`src/rtl/hazard_scoreboard.sv`:
```
// ID-stage hazard scoreboard: tracks in-flight register writes with a Tnew countdown,
// raises stall, forwards ready results to the ID operands and interlocks the mult/div unit.
module hazard_scoreboard #(
    parameter int DW     = 32,
    parameter int AW     = 5,
    parameter int TW     = 2,
    parameter int NSTAGE = 3,
    parameter int MD_LAT = 5
) (
    input  logic                 clk,
    input  logic                 reset_n,
    input  logic                 id_valid,
    input  logic [AW-1:0]        id_rs,
    input  logic [AW-1:0]        id_rt,
    input  logic [TW-1:0]        id_rs_tuse,
    input  logic [TW-1:0]        id_rt_tuse,
    input  logic [AW-1:0]        id_wa,
    input  logic [TW-1:0]        id_tnew,
    input  logic                 id_md_start,
    input  logic                 id_md_use,
    input  logic                 flush,
    input  logic [NSTAGE*DW-1:0] stage_wd,
    input  logic [DW-1:0]        id_rd1_pre,
    input  logic [DW-1:0]        id_rd2_pre,
    output logic                 stall,
    output logic [DW-1:0]        id_rd1,
    output logic [DW-1:0]        id_rd2,
    output logic                 md_busy
);

    localparam logic [TW-1:0] TUSE_NONE = '1;

    logic [NSTAGE-1:0] v;
    logic [AW-1:0]     wa   [NSTAGE];
    logic [TW-1:0]     tnew [NSTAGE];
    logic [7:0]        md_cnt;

    logic          rs_hit, rt_hit;
    logic [TW-1:0] rs_tnew, rt_tnew;
    logic [DW-1:0] rs_data, rt_data;
    logic          rs_term, rt_term, md_stall;

    // Scan oldest to youngest so the youngest match overwrites and shadows older ones.
    always_comb begin
        rs_hit  = 1'b0;
        rt_hit  = 1'b0;
        rs_tnew = '0;
        rt_tnew = '0;
        rs_data = '0;
        rt_data = '0;
        for (int s = NSTAGE - 1; s >= 0; s--) begin
            if (v[s] && wa[s] == id_rs && id_rs != '0) begin
                rs_hit  = 1'b1;
                rs_tnew = tnew[s];
                rs_data = stage_wd[s*DW +: DW];
            end
            if (v[s] && wa[s] == id_rt && id_rt != '0) begin
                rt_hit  = 1'b1;
                rt_tnew = tnew[s];
                rt_data = stage_wd[s*DW +: DW];
            end
        end
    end

    assign md_busy  = (md_cnt != 8'd0);
    assign rs_term  = rs_hit && (id_rs_tuse != TUSE_NONE) && (rs_tnew > id_rs_tuse);
    assign rt_term  = rt_hit && (id_rt_tuse != TUSE_NONE) && (rt_tnew > id_rt_tuse);
    assign md_stall = id_md_use && md_busy;
    assign stall    = id_valid && (rs_term || rt_term || md_stall);

    // A match that is not ready yet falls back to the GRF value; a later forward covers it.
    assign id_rd1 = (rs_hit && rs_tnew == '0) ? rs_data : id_rd1_pre;
    assign id_rd2 = (rt_hit && rt_tnew == '0) ? rt_data : id_rd2_pre;

    always_ff @(posedge clk or negedge reset_n) begin
        if (!reset_n) begin
            v      <= '0;
            md_cnt <= 8'd0;
            for (int s = 0; s < NSTAGE; s++) begin
                wa[s]   <= '0;
                tnew[s] <= '0;
            end
        end else if (flush) begin
            v      <= '0;
            md_cnt <= 8'd0;
        end else begin
            v[0]    <= id_valid && !stall && (id_wa != '0);
            wa[0]   <= id_wa;
            tnew[0] <= id_tnew;
            for (int s = 1; s < NSTAGE; s++) begin
                v[s]    <= v[s-1];
                wa[s]   <= wa[s-1];
                tnew[s] <= (tnew[s-1] != '0) ? tnew[s-1] - 1'b1 : '0;
            end
            if (id_valid && id_md_start && !stall)
                md_cnt <= 8'(MD_LAT);
            else if (md_cnt != 8'd0)
                md_cnt <= md_cnt - 8'd1;
        end
    end

endmodule

```
`config.mk`:
```
export PLATFORM = sky130hd
export DESIGN_NAME = hazard_scoreboard
export DESIGN_NICKNAME = d
export VERILOG_FILES = /design/src/rtl/hazard_scoreboard.sv
export SDC_FILE = /design/constraint.sdc
export NUM_CORES = 1
export LEC_CHECK = 0
export ABC_CLOCK_PERIOD_IN_PS = 11900
export CAP_MARGIN = 10
export CORE_MARGIN = 1.5
export CORE_UTILIZATION = 43
export DETAILED_ROUTE_END_ITERATION = 7
export GPL_TIMING_DRIVEN = 0
export MAX_ROUTING_LAYER = met4
export PLACE_DENSITY = 0.88
export SYNTH_ARGS = -nofsm -noshare
export SYNTH_HDL_FRONTEND = slang
export SYNTH_SLANG_ARGS = --single-unit
```
`constraint.sdc`:
```
create_clock -name clk -period 11.9 [get_ports clk]
set_input_delay 2.975 -clock clk [delete_from_list [all_inputs] [get_ports clk]]
set_output_delay 2.975 -clock clk [all_outputs]
set_load 0.1 [all_outputs]
```
* After elaboration in Yosys (flattened, before gate mapping) *
Cells that the tools add are included.

word-level totals
  register bits = 32
  input port bits = 187
  output and inout port bits = 66
  word-level logic and storage cells = 83

cells by class
  add/subtract/negate cells = 3
  magnitude comparators = 2
  equality and inequality tests = 8
  muxes and demuxes = 26
  reductions and logical operators = 36

operators with widths
  kind                   count
  $mux W32               8
  $eq A5 B5 Y1           6
  $logic_and A1 B1 Y1    24
  $mux W8                3
  $mux W2                8
  $reduce_bool A5 Y1     3
  $reduce_bool A8 Y1     1
  $sub A8 B1 Y8 const B  1
  $mux W1                6
  $gt A2 B2 Y1           2
  $logic_not A2 Y1       2
  $ne A2 B2 Y1 const B   2
  $reduce_bool A2 Y1     2
  $sub A2 B1 Y2 const B  2
  $mux W3                1
  $reduce_bool A3 Y1     1
  $logic_or A1 B1 Y1     2
  $logic_not A1 Y1       1

* Logic depth before layout (Yosys ltp) *
  depth after elaboration = 15
  depth in mapped cells = 17
  mapped depth without buffers = 13

* Worst setup path after synthesis *
No wires, ideal clock.

  path type = input-to-output
  start = input id_rt[1]
  end = output stall
  data arrival time = 6.774 ns
  data required time = 8.925 ns
  setup slack = 2.151 ns
  stages = 13
  path buffers = 2
  path through = or4_4 o211ai_2 or2_1 clkbuf_1 clkbuf_1 nand3_1 a21oi_1 a21oi_1 ha_1 a221oi_1 o31ai_1 and3_1 nor2b_1

on the way
  cells in the longest elaborated chain, start to end = 11
  elaborated cells on any way between the ends = 22
  those cells by class = order compare: 1; eq/ne: 3; mux: 6; reduce/logical: 12

RTL lines
  what                                                        line  source
  start: declaration                                          14    input logic [AW-1:0] id_rt,
  $eq A5 B5 Y1                                                57    if (v[s] && wa[s] == id_rt && id_rt != '0) begin
  $logic_and A1 B1 Y1 (2 in a row)                            57
  $mux W2 / $mux W1 (equally long branches) (3 in a row)      57
  $gt A2 B2 Y1 / $logic_and A1 B1 Y1 (equally long branches)  67    assign rt_term = rt_hit && (id_rt_tuse != TUSE_NONE) && (rt_tnew > id_rt_tuse);
  $logic_and A1 B1 Y1 (*)                                     67
  $logic_or A1 B1 Y1 (*) (2 in a row)                         69    assign stall = id_valid && (rs_term || rt_term || md_stall);
  $logic_and A1 B1 Y1 (*)                                     69
  end: declaration                                            25    output logic stall,

Mark *: on every way between the ends. The rest lies on a longest branch, timed or not.

* Final worst setup path *
Ends and elaborated chain as after synthesis.

==> metrics.txt <==
critical path launch point type input port; Yosys warning count 0; port bufs 250; Worst Path Required 8.93 ns; CTS max path bufs 2; Gate Count Post-Synth 566; arrival time worst endpoint 7.90 ns; starting density of the core 44.6%; CTS tree built; Layout Cells excl Fill 959; initial antenna violation count 1; RSZ-0062 raised after global routing no; top post-synthesis cells by area mux2_4, dfrtp_1, a21oi_1; GPL Wtd Cong 0.930; chip height 104 µm; DR DRC count 0; vias in the first global route 5,722; vias per cell 5.89; Power Dens Cells 87.9 mW/mm²; worst rel slew slack 24.6%; Post-synth EDFFs 0; status finished clean; Top FF cell, synth dfrtp_1; Slew @ Worst Pin 1.13 ns; nets 1,016; Synth area leader mux2_4; Filler Cells Inserted 815; Overall Global Routing Usage 35.8%; number of top-level pins 253; Synth cell types 41; cts repair resizes 0; core area 0.00982 mm²; most frequent cell after synthesis a21oi_1; Cell Area, Synth 0.00438 mm²; critical path class input port to output port; Final ANT Viol Nets 0; syn avg cell area 7.74 µm²; CTS Buf Count 5; share of layout cells above drive strength 1 13.0%; Hold Path Class flop to flop; leak pwr 2.75 nW; max cap viols 0; insertion delay to the later sink of the worst-skew pair 0.28 ns; Routed wire per std cell 19.7 µm; Initial DRT Pass Iterations 6; Seq/Total Area, Yosys 18.3%; list of most frequent post-synthesis cells a21oi_1, nor2_1, nand3_1, mux2_4, clkbuf_1; Post-CTS Setup Inserts 0; Yosys reg bits 32; die area 0.0108 mm²; period utilization 91.4%; FF/Latch Area 801 µm²; syn_nets 758; VDD IR max 0.000105 V; DP HPWL 15,300 µm; Clock Sinks 32; Fmax 92.0 MHz; Final Hold Viols 0; die extent in x 104 µm; CTS Hold Bufs 0; area grow syn2layout 63.7%; clk slew on worst S/H paths 0.06 ns; Total Wirelength 18,900 µm; Fin Clk Skew 0.00650 ns; Worst Path Max Fanout 10; placement row count 36; minimum clock period 10.87 ns; first-pass GRT wire length 30,400 µm; CTS root buffer clkbuf_8; Congestion Overflow GR 0; placed instance count 950; first-iteration detailed-routing DRC count 441; post-synth top area share 20.6%; largest net degree at the start of global routing 22; # setup viols final 0; Async SR Flop Fraction 100%; area taken by multi-input logic gates 0.00332 mm²; vias 5,647; CTS H-Tree Depth 2; Final Slew Violations 0; final setup TNS 0 ns; CP Capture Type output port
layout make-up:
cell class / instances / share of cell area (%)
flip-flops and latches: 32 / 11.2
clock buffers: 6 / 1.15
diodes: 1 / 0.0349
clock inverters: 2 / 0.140
plain buffers: 49 / 3.23
multi-input cells: 477 / 46.3
repair buffers: 251 / 35.3
inverters: 8 / 0.419
well taps: 133 / 2.32
metal layers:
layer  share of wire, %  routed length (µm)  track usage [%]
met1                 38                7180             42.1
met2                 50                9470             61.4
met3                8.0                1510             5.14
met5                  0                   0                -
met4                4.1                 784             14.1
flip-flops by register name (all words and copies together) (netlist names):
name and count:
md_cnt 8, wa 15, tnew 6, v 3
cell usage in the layout, fill, tap and decap left out, types with 2 or more instances in the layout:
cell,count
or4_4,2
buf_1,6
nand2b_1,3
clkdlybuf4s50_1,250
a21oi_1,122
or2_1,2
nand3b_1,2
nand2_1,27
a221oi_1,2
o31ai_1,5
xnor2_1,33
nor2_4,2
nor3_1,4
o211ai_2,2
clkbuf_1,35
nand4_1,6
inv_1,8
or3_1,3
mux2_2,21
ha_1,5
nor3_2,2
a222oi_1,2
nor2_1,76
clkinv_2,2
buf_6,6
o21ai_0,2
a311o_1,2
buf_2,2
a31oi_1,7
nand3_1,68
xor2_1,3
mux2_4,60
clkbuf_8,6
nor2b_1,5
dfrtp_1,32
per-stage QoR:
step / total power [mW] / hold slack (ns) / utilization [%] / cell area (µm²) / setup slack [ns]
floorplan: 0.410 / 0.471 / - / 4380 / 2.15
global placement: 0.531 / 0.485 / 71.8 / 7050 / 1.14
detailed placement: 0.545 / 0.494 / 72.1 / 7080 / 1.07
CTS: 0.632 / 0.509 / 73.0 / 7170 / 1.05
global route: 0.659 / 0.559 / 73.1 / 7170 / 0.824
finish: 0.631 / 0.513 / 73.1 / 7170 / 1.03
report_power, final:
part / internal, mW / switching, mW
clock: 0.0461 / 0.0391
combinational: 0.161 / 0.229
sequential: 0.131 / 0.0238
critical path, cell delays in order:
cell and delay (ns):
clkdlybuf4s50_1 0.53, or4_4 0.61, o211ai_2 0.19, or2_1 0.12
clkbuf_1 0.32, clkbuf_1 0.44, nand3_1 0.14, a21oi_1 0.17
a21oi_1 0.06, ha_1 0.28, a221oi_1 0.33, o31ai_1 0.19
and3_1 0.26, nor2b_1 0.12, clkdlybuf4s50_1 1.14
cells by family (layout without fill, tap and decap cells):
logic type	count (synthesis)	in the layout	synth area share [%]
compound gates	148	148	18.8
xor+xnor	36	36	7.19
fa+ha+maj	5	5	1.43
buf+inv	57	316	5.97
flops	32	32	18.3
mux	81	81	25.9
other cells	0	1	0
simple gates	207	207	22.4
worst paths after layout:
path	to	depth (start not counted)	start	slack [ns]
setup / recovery	stall	15	id_rt[1]	1.03
hold / removal	tnew[3]$_DFFE_PN0N_	2	tnew[3]$_DFFE_PN0N_	0.51
setup reg to reg	md_cnt[1]$_DFFE_PN0P_	13	wa[12]$_DFFE_PN0N_	7.95
hold reg to reg	tnew[3]$_DFFE_PN0N_	2	tnew[3]$_DFFE_PN0N_	0.51
max in group asynchronous	v[1]$_DFF_PN0_	2	reset_n	8.29
min in group asynchronous	wa[12]$_DFFE_PN0N_	1	reset_n	3.08
(Power assumes the default switching activity.)
